File: src/rtl/bitbang_seq_pkg.sv
// Shared types and helpers for the bitbang step sequencer.
// A queued step is packed as {dir, outval, hold, sample}, sample in bit 0.
package bitbang_seq_pkg;

  typedef enum logic [0:0] {
    StIdle,
    StRun
  } state_e;

  function automatic int unsigned step_width(input int unsigned io_num, input int unsigned hold_w);
    return 2 * io_num + hold_w + 1;
  endfunction

endpackage

File: src/rtl/bitbang_seq_cmd_fifo.sv
// Synchronous show-ahead FIFO for queued sequencer steps.
// rdata always presents the oldest entry; flush empties the queue in one cycle.
module bitbang_seq_cmd_fifo #(
  parameter int unsigned WIDTH = 8,
  parameter int unsigned DEPTH = 16
) (
  input  logic                     clk,
  input  logic                     rst,
  input  logic                     flush,
  input  logic                     push,
  input  logic [WIDTH-1:0]         wdata,
  input  logic                     pop,
  output logic [WIDTH-1:0]         rdata,
  output logic                     full,
  output logic                     empty,
  output logic [$clog2(DEPTH):0]   level
);

  localparam int unsigned AW = $clog2(DEPTH);

  logic [WIDTH-1:0] mem_q [DEPTH];
  logic [AW:0]      wr_ptr_q;
  logic [AW:0]      rd_ptr_q;
  logic             do_push;
  logic             do_pop;

  // Extra pointer bit distinguishes full from empty.
  assign level   = wr_ptr_q - rd_ptr_q;
  assign full    = (level == (AW + 1)'(DEPTH));
  assign empty   = (wr_ptr_q == rd_ptr_q);
  assign rdata   = mem_q[rd_ptr_q[AW-1:0]];
  assign do_push = push && !full && !flush;
  assign do_pop  = pop && !empty && !flush;

  always_ff @(posedge clk) begin
    if (rst || flush) begin
      wr_ptr_q <= '0;
      rd_ptr_q <= '0;
    end else begin
      if (do_push) wr_ptr_q <= wr_ptr_q + 1'b1;
      if (do_pop)  rd_ptr_q <= rd_ptr_q + 1'b1;
    end
  end

  always_ff @(posedge clk) begin
    if (do_push) mem_q[wr_ptr_q[AW-1:0]] <= wdata;
  end

endmodule

File: src/rtl/bitbang_seq.sv
// Timed pattern sequencer feeding bitbang_ctrl: replays queued steps on the pins,
// each for max(hold,1) cycles, optionally capturing synchronized pin inputs.
module bitbang_seq
  import bitbang_seq_pkg::*;
#(
  parameter int unsigned IO_NUM_OF   = 10,
  parameter int unsigned DEPTH       = 16,
  parameter int unsigned HOLD_W      = 16,
  parameter int unsigned SYNC_STAGES = 2
) (
  input  logic                     clk,
  input  logic                     rst,
  input  logic                     cmd_valid,
  output logic                     cmd_ready,
  input  logic [IO_NUM_OF-1:0]     cmd_dir,
  input  logic [IO_NUM_OF-1:0]     cmd_outval,
  input  logic [HOLD_W-1:0]        cmd_hold,
  input  logic                     cmd_sample,
  input  logic                     start,
  input  logic                     abort,
  output logic                     busy,
  output logic                     done,
  output logic [$clog2(DEPTH):0]   level,
  output logic [IO_NUM_OF-1:0]     io_direction,
  output logic [IO_NUM_OF-1:0]     io_outval,
  input  logic [IO_NUM_OF-1:0]     io_inval,
  output logic                     smp_valid,
  output logic [IO_NUM_OF-1:0]     smp_data
);

  localparam int unsigned StepW = step_width(IO_NUM_OF, HOLD_W);

  logic [StepW-1:0]     fifo_wdata;
  logic [StepW-1:0]     fifo_rdata;
  logic                 fifo_full;
  logic                 fifo_empty;
  logic                 fifo_pop;

  logic [IO_NUM_OF-1:0] step_dir;
  logic [IO_NUM_OF-1:0] step_out;
  logic [HOLD_W-1:0]    step_hold;
  logic                 step_sample;

  state_e               state_q, state_d;
  logic [HOLD_W-1:0]    cnt_q, cnt_d;
  logic [IO_NUM_OF-1:0] dir_q, dir_d;
  logic [IO_NUM_OF-1:0] out_q, out_d;
  logic                 smp_flag_q, smp_flag_d;
  logic                 done_q, done_d;
  logic                 smp_valid_q, smp_valid_d;
  logic [IO_NUM_OF-1:0] smp_data_q, smp_data_d;
  logic [IO_NUM_OF-1:0] sync_q [SYNC_STAGES];

  assign cmd_ready  = !fifo_full && !abort;
  assign fifo_wdata = {cmd_dir, cmd_outval, cmd_hold, cmd_sample};

  assign step_sample = fifo_rdata[0];
  assign step_hold   = fifo_rdata[HOLD_W:1];
  assign step_out    = fifo_rdata[HOLD_W+IO_NUM_OF:HOLD_W+1];
  assign step_dir    = fifo_rdata[StepW-1:HOLD_W+IO_NUM_OF+1];

  bitbang_seq_cmd_fifo #(
    .WIDTH (StepW),
    .DEPTH (DEPTH)
  ) u_cmd_fifo (
    .clk   (clk),
    .rst   (rst),
    .flush (abort),
    .push  (cmd_valid && cmd_ready),
    .wdata (fifo_wdata),
    .pop   (fifo_pop),
    .rdata (fifo_rdata),
    .full  (fifo_full),
    .empty (fifo_empty),
    .level (level)
  );

  always_comb begin
    state_d     = state_q;
    cnt_d       = cnt_q;
    dir_d       = dir_q;
    out_d       = out_q;
    smp_flag_d  = smp_flag_q;
    smp_data_d  = smp_data_q;
    smp_valid_d = 1'b0;
    done_d      = 1'b0;
    fifo_pop    = 1'b0;

    if (abort) begin
      // Release pins but keep the last output value; any pending sample is dropped.
      state_d = StIdle;
      dir_d   = '0;
    end else begin
      unique case (state_q)
        StIdle: begin
          if (start) begin
            if (!fifo_empty) begin
              fifo_pop = 1'b1;
              state_d  = StRun;
            end else begin
              done_d = 1'b1;
            end
          end
        end
        StRun: begin
          if (cnt_q == HOLD_W'(1)) begin
            if (smp_flag_q) begin
              smp_data_d  = sync_q[SYNC_STAGES-1];
              smp_valid_d = 1'b1;
            end
            if (!fifo_empty) begin
              fifo_pop = 1'b1;
            end else begin
              state_d = StIdle;
              done_d  = 1'b1;
            end
          end else begin
            cnt_d = cnt_q - 1'b1;
          end
        end
        default: state_d = StIdle;
      endcase

      if (fifo_pop) begin
        cnt_d      = (step_hold == '0) ? HOLD_W'(1) : step_hold;
        dir_d      = step_dir;
        out_d      = step_out;
        smp_flag_d = step_sample;
      end
    end
  end

  always_ff @(posedge clk) begin
    if (rst) begin
      state_q     <= StIdle;
      cnt_q       <= '0;
      dir_q       <= '0;
      out_q       <= '0;
      smp_flag_q  <= 1'b0;
      done_q      <= 1'b0;
      smp_valid_q <= 1'b0;
      smp_data_q  <= '0;
    end else begin
      state_q     <= state_d;
      cnt_q       <= cnt_d;
      dir_q       <= dir_d;
      out_q       <= out_d;
      smp_flag_q  <= smp_flag_d;
      done_q      <= done_d;
      smp_valid_q <= smp_valid_d;
      smp_data_q  <= smp_data_d;
    end
  end

  always_ff @(posedge clk) begin
    if (rst) begin
      for (int i = 0; i < SYNC_STAGES; i++) sync_q[i] <= '0;
    end else begin
      sync_q[0] <= io_inval;
      for (int i = 1; i < SYNC_STAGES; i++) sync_q[i] <= sync_q[i-1];
    end
  end

  assign busy         = (state_q == StRun);
  assign done         = done_q;
  assign io_direction = dir_q;
  assign io_outval    = out_q;
  assign smp_valid    = smp_valid_q;
  assign smp_data     = smp_data_q;

endmodule

File: config.mk
export PLATFORM = sky130hd
export DESIGN_NAME = bitbang_seq
export DESIGN_NICKNAME = d
export VERILOG_FILES = /design/src/rtl/bitbang_seq_pkg.sv /design/src/rtl/bitbang_seq_cmd_fifo.sv /design/src/rtl/bitbang_seq.sv
export SDC_FILE = /design/constraint.sdc
export NUM_CORES = 1
export LEC_CHECK = 0
export ABC_AREA = 1
export CAP_MARGIN = 40
export CORE_UTILIZATION = 60
export CTS_BUF_LIST = sky130_fd_sc_hd__clkbuf_4 sky130_fd_sc_hd__clkbuf_8
export DETAILED_ROUTE_END_ITERATION = 12
export PLACE_DENSITY = 0.88
export SYNTH_ARGS = -nofsm -noshare
export SYNTH_HDL_FRONTEND = slang
export SYNTH_HIERARCHICAL = 1
export SYNTH_SLANG_ARGS = --single-unit
File: constraint.sdc
create_clock -name clk -period 6 [get_ports clk]
set_input_delay 1.5 -clock clk [delete_from_list [all_inputs] [get_ports clk]]
set_output_delay 1.5 -clock clk [all_outputs]
set_load 0.02 [all_outputs]
# --- After elaboration in Yosys (flattened, before gate mapping) ---
# Memory sizes are Yosys's and may differ from the RTL's. A register that Yosys moved wholly into a read port is not among the register bits.
# Index checks and enable logic that the tools add are counted.
totals:
  register_bits: 50
  latch_bits: 0
  mem_bits_rw: 612
  romBits: 0
  input_bits: 52
  wordCells: 67
  memories: 2
classes:
  add_sub_neg: 4
  n_mul: 0
  div_mod_pow: 0
  order_cmp: 0
  eq_ne: 4
  shift: 0
  mux: 26
  n_bitwise: 5
  n_reduce_logical: 17
mem_list:
  columns: ["memory", "words", "word_bits", "read_ports", "rd_ports_with_merged_regs", "write_ports", "line", "source"]
  rows:
  - ["u_cmd_fifo.mem_q", 16, 37, 1, 1, 1, "bitbang_seq_cmd_fifo.sv:21", "logic [WIDTH-1:0] mem_q [DEPTH];"]
  - ["sync_q", 2, 10, 2, 1, 2, "bitbang_seq.sv:52", "logic [IO_NUM_OF-1:0] sync_q [SYNC_STAGES];"]
op_table:
  columns: ["cell", "n"]
  rows:
  - ["$mux 16", 4]
  - ["$mux 10", 2]
  - ["$eq 16x1->1 const B", 1]
  - ["$logic_not 16->1", 1]
  - ["$sub 16x1->16 const B", 1]
  - ["$mux 1", 15]
  - ["$add 5x1->5 const B", 2]
  - ["$mux 4", 2]
  - ["$logic_and 1x1->1", 6]
  - ["$pmux 1 s2", 3]
  - ["$eq 5x5->1", 1]
  - ["$eq 5x5->1 const B", 1]
  - ["$sub 5x5->5", 1]
  - ["$reduce_and 4->1", 1]
  - ["$reduce_or 4->1", 1]
  - ["$logic_not 1->1", 3]
  - ["$not 1->1", 3]
  - ["$reduce_and 3->1", 1]
  - ["$ne 2x1->1 const B", 1]
  - ["$or 1x1->1", 2]
  - ["$reduce_and 2->1", 1]
  - ["$reduce_bool 2->1", 1]
  - ["$reduce_or 2->1", 1]
  - ["$logic_or 1x1->1", 1]

# --- Depth between registers and ports, before layout ---
logic_depth:
  depth_word: 10
  ltp_mapped: 16
  depth_no_buf: 16

# --- Modules after synthesis ---
# Netlist, hierarchy kept.
modules_own_cells:
  columns: ["module", "n_inst", "cells_each", "area_per_inst_um2", "seq_area_each_um2"]
  rows:
  - ["bitbang_seq_cmd_fifo", 1, 1711, 24398.4, 18057.3]
  - ["bitbang_seq", 1, 446, 3128.0, 1401.3]

# --- Worst setup path after synthesis ---
# No wires, ideal clock.
synth_path:
  path_type: "reg2reg"
  start: "register u_cmd_fifo.wr_ptr_q[0]"
  end: "memory u_cmd_fifo/mem_q[0][0] (netlist name), enable pin"
  setup_time_ps: 431
  t_arrival_ps: 4147
  t_required_ps: 5569
  setup_slack_ps: 1422
  stages_incl_launch_ff: 14
  n_path_buf: 0
  synth_period_minus_slack_ps: 4578
  cell_sequence: "dfxtp_1 -> inv_1 -> ha_1 -> inv_1 -> fa_1 -> xor2_1 -> nor2_1 -> nand3_2 -> inv_1 -> nor3b_1 -> nand2_1 -> nor2_2 -> nand2_1 -> nor2_1"
synth_between:
  elab_chain_cells: 9
synth_rtl:
  columns: ["element", "line", "source"]
  rows:
  - ["start, declared", "bitbang_seq_cmd_fifo.sv:22", "logic [AW:0] wr_ptr_q;"]
  - ["start signal, assigned", "bitbang_seq_cmd_fifo.sv:40", "if (do_push) wr_ptr_q <= wr_ptr_q + 1'b1;"]
  - ["$sub 5x5->5 *", "bitbang_seq_cmd_fifo.sv:28", "assign level = wr_ptr_q - rd_ptr_q;"]
  - ["via level[2]", "bitbang_seq.sv:23", "output logic [$clog2(DEPTH):0] level,"]
  - ["$eq 5x5->1 *", "bitbang_seq_cmd_fifo.sv:29", "assign full = (level == (AW + 1)'(DEPTH));"]
  - ["via fifo_full", "bitbang_seq.sv:35", "logic fifo_full;"]
  - ["$logic_not 1->1 *", "bitbang_seq_cmd_fifo.sv:32, bitbang_seq.sv:54", null]
  - ["$logic_and 1x1->1", "bitbang_seq.sv:54", "assign cmd_ready = !fifo_full && !abort;"]
  - ["$logic_and 1x1->1", "bitbang_seq.sv:69", ".push (cmd_valid && cmd_ready),"]
  - ["$logic_and 1x1->1 * (2 in a row)", "bitbang_seq_cmd_fifo.sv:32", "assign do_push = push && !full && !flush;"]
  - ["$mux 1 *", "bitbang_seq_cmd_fifo.sv:46", "if (do_push) mem_q[wr_ptr_q[AW-1:0]] <= wdata;"]
  - ["$mux 1 (not written as such) *", "bitbang_seq_cmd_fifo.sv:46", null]
  - ["end, declared", "bitbang_seq_cmd_fifo.sv:21", null]
# Mark *: on every way through the listed nets, which the timed path passes. The rest lies on a longest branch.

# --- Worst setup path after layout ---
layout_path:
  start: "register u_cmd_fifo.wr_ptr_q[0]"
  end: "output port cmd_ready"
layout_between:
  elab_chain_cells: 4
layout_rtl:
  columns: ["element", "line", "source"]
  rows:
  - ["$sub 5x5->5", "bitbang_seq_cmd_fifo.sv:28", null]
  - ["$eq 5x5->1", "bitbang_seq_cmd_fifo.sv:29", null]
  - ["via fifo_full", "bitbang_seq.sv:35", null]
  - ["$logic_not 1->1", "bitbang_seq.sv:54", null]
  - ["$logic_and 1x1->1", "bitbang_seq.sv:54", null]
  - ["end, declared", "bitbang_seq.sv:14", "output logic cmd_ready,"]
# The timed path passes the listed nets, and every way through them passes these cells.

==> results.toml <==
[routing]
drt_iter0_drc = 2169
dr.pass1.iters = 8
via_per_inst = 6.12
finalWirelength_mm = 66.2
antenna_left = 0
dr_total_vias = 18011
drc = 0
routedWlPerCell_um = 22.5

[pwr]
switching_share_pct = 21.1
vdd_drop_max_mv = 0.240
combPwrFrac_pct = 3.2
internal_power_mw = 7.34
pwr-share-seq_pct = 55.3
powerDensity_mw_per_mm2 = 299
clkPwrFrac_pct = 41.5
p_sw_mw = 1.97
p_leak_nw = 10.5

[logic_synthesis]
yosysSeqAreaShare_pct = 70.7
yosys_warnings = 6
synth-main-ff-cell = "edfxtp_1"
async_flop_share_pct = 0
syn_area_per_cell_um2 = 12.8
synth_area_leaders = "edfxtp_1, dfxtp_1, mux2i_1"
synth_edf_count = 592
synth_cells = 2157
yosys.cell_types.count = 37
yosys.area.top_type_share_pct = 64.6
ys_seq_elements = 676
syn-num-nets = 2221
netlist_area_mm2 = 0.0275
synth_top_cell_by_area = "edfxtp_1"

[job]
drv_cap = 0

[sta]
clock-skew-final_ns = 0.0556
slew_headroom_pct = 39.8
finalCritPeriodShare_pct = 78.5
setup_slack_ns = 1.29
slew_violations = 0
worst_pin_slew_ns = 0.902
finalHoldViolations = 0
fmax_ghz = 0.212
period_needed_ns = 4.71
setup_viol = 0
setup_tns_ns = 0
rsz0062_at_grt = "false"

[grt]
grt_start_max_net_pins = 159
antenna_found_initial = 1
grtUsageTotal_pct = 28.6
grt_pass1_vias = 18325
grt_pass1_wl_mm = 101
gr-total-overflow = 0

[critical_path]
start_kind = "flop"
end_kind = "primary output"
cp_cell_sequence = "inv_1 -> ha_1 -> inv_1 -> fa_1 -> or2_2 -> nor2_1 -> nand3_2 -> inv_1 -> nor2_1 -> clkdlybuf4s50_1"
crit_required_ns = 4.50
worstPathArrival_ns = 3.21
crit_path_max_fanout = 7
critical_path_class = "flop to primary output"
critPathSlowestCell = "clkdlybuf4s50_1"
slowest_delay_ns = 0.55
cpMostUsedCell = "inv_1"

[cts]
max-clock-path-buffers = 3
insertion_delay_ns = 0.72
root_buffer = "clkbuf_8"
cts_resized = 0
hold_buffers = 0
cts_tree = "done"
post_cts_buffers = 0
cts_buffers = 100
cts.sinks = 676
cts_max_level = 3
clkTransAtPathRegs_ns = 0.06

[finish]
multi_input_area_mm2 = 0.00666
instances_no_fill = 2944
regArea_mm2 = 0.0195
nets = 2322
area_growth_pct = 13.0
fillers = 2868
final_layout_size_suffix_gt1_share_pct = 10.5

[placement]
dp_slack_ns = 1.05
hpwl_mm = 37.6
gp_congestion = 0.859
io_buffers = 90
placed_cells = 2756

[floorplan]
num_rows = 78
dieArea_mm2 = 0.0467
chipHeight_um = 216
core_mm2 = 0.0453
fp.dieW_um = 216
io_pins = 91
initial_core_util_pct = 60.8

[run_status]
status = "completed"

[min_path]
hp-class = "flop to flop"
-- power groups by stage --
stage	Sequential (mW)	Clock, mW	Combinational [mW]
3_5_place_dp	5.25	0	0.289
5_1_grt	5.15	4.11	0.326
4_1_cts	5.15	3.90	0.295
6_report	5.15	3.87	0.297
3_3_place_gp	5.24	0	0.277
2_1_floorplan	5.25	0	0.143
-- final cells by class --
class                           count  area share (%)
Sequential cell                   676            62.6
Multi-Input combinational cell   1128            21.4
Clock buffer                      151            5.83
Timing Repair Buffer              125            4.08
Inverter                          227            2.75
Tap cell                          600            2.41
Clock inverter                     36           0.933
Antenna cell                        1         0.00804
-- stage by stage --
| step | utilization (%) | total power, mW | cell area [um2] | hold slack, ns |
|---|---|---|---|---|
| finish | 68.7 | 9.31 | 31100 | 0.405 |
| global route | 68.7 | 9.58 | 31100 | 0.422 |
| CTS | 68.7 | 9.34 | 31100 | 0.405 |
| detailed placement | 64.1 | 5.53 | 29000 | 0.398 |
| global placement | 63.8 | 5.52 | 28900 | 0.392 |
| floorplan | - | 5.39 | 27500 | 0.388 |
-- path summary, 6_finish.rpt --
path,startpoint,endpoint,slack (ns),cells after the start
worst max-delay path,u_cmd_fifo/wr_ptr_q[0],cmd_ready,1.29,10
worst max register to register,u_cmd_fifo/wr_ptr_q[0],u_cmd_fifo/mem_q[0][34],1.65,16
worst min-delay path,sync_q[0][6],sync_q[1][6],0.40,2
worst min register to register,sync_q[0][6],sync_q[1][6],0.40,2
-- synth_stat cells (6+ instances only) --
cell and instances:
buf_4 16, mux2i_1 138, o211ai_1 148, nand3_1 81, nand2_1 179, o21ai_1 25
o21ai_0 187, buf_1 10, nand3b_1 6, buf_2 34, ha_1 11, edfxtp_1 592
buf_6 12, inv_1 222, nor2_1 121, nor3_1 15, dfxtp_1 84, clkbuf_1 54
a21oi_1 188
-- logic make-up after synthesis --
group           share of synthesized area (%)
flops                                    70.7
buf+inv                                  5.51
mux                                      5.02
simple gates                             6.61
compound gates                           11.4
xor+xnor                                0.191
fa+ha+maj                               0.573
-- critical path: cells and delay by family (launching register included) --
kind / cells / cell delay (ns)
DFF: 1 / 0.38
buffers and inverters: 4 / 0.88
adders and majority gates: 2 / 0.65
and+or+nand+nor: 4 / 0.63
-- placed cells by master (no fill, tap or decap), drive strengths merged, types with 15 or more instances in the layout --
| cell | n |
|---|---|
| mux2i | 138 |
| inv | 229 |
| nand2 | 184 |
| nand3 | 83 |
| a21oi | 190 |
| edfxtp | 592 |
| nor3 | 15 |
| buf | 36 |
| o211ai | 148 |
| dfxtp | 84 |
| nor2 | 128 |
| o21ai | 212 |
| clkinv | 28 |
| clkdlybuf4s50 | 89 |
| clkbuf | 151 |
-- routing by layer --
metal	track usage [%]	vias up	routed length, um	part of all wire (%)
li1	-	8000	-	-
met1	35.0	8667	23300	35
met2	47.5	1114	33000	50
met3	5.11	230	6410	9.7
met4	17.6	0	3520	5.3
met5	0	-	0	0
-- state kept, by name, summed over array words and instances (netlist names), named ones only --
name                 cells
u_cmd_fifo/mem_q       592
u_cmd_fifo/rd_ptr_q      5
smp_valid                1
busy                     1
u_cmd_fifo/wr_ptr_q      5
io_outval               10
done                     1
smp_flag_q               1
io_direction            10
sync_q                  20
cnt_q                   16
smp_data                10
Note: power is estimated with default switching activity, not from simulation.
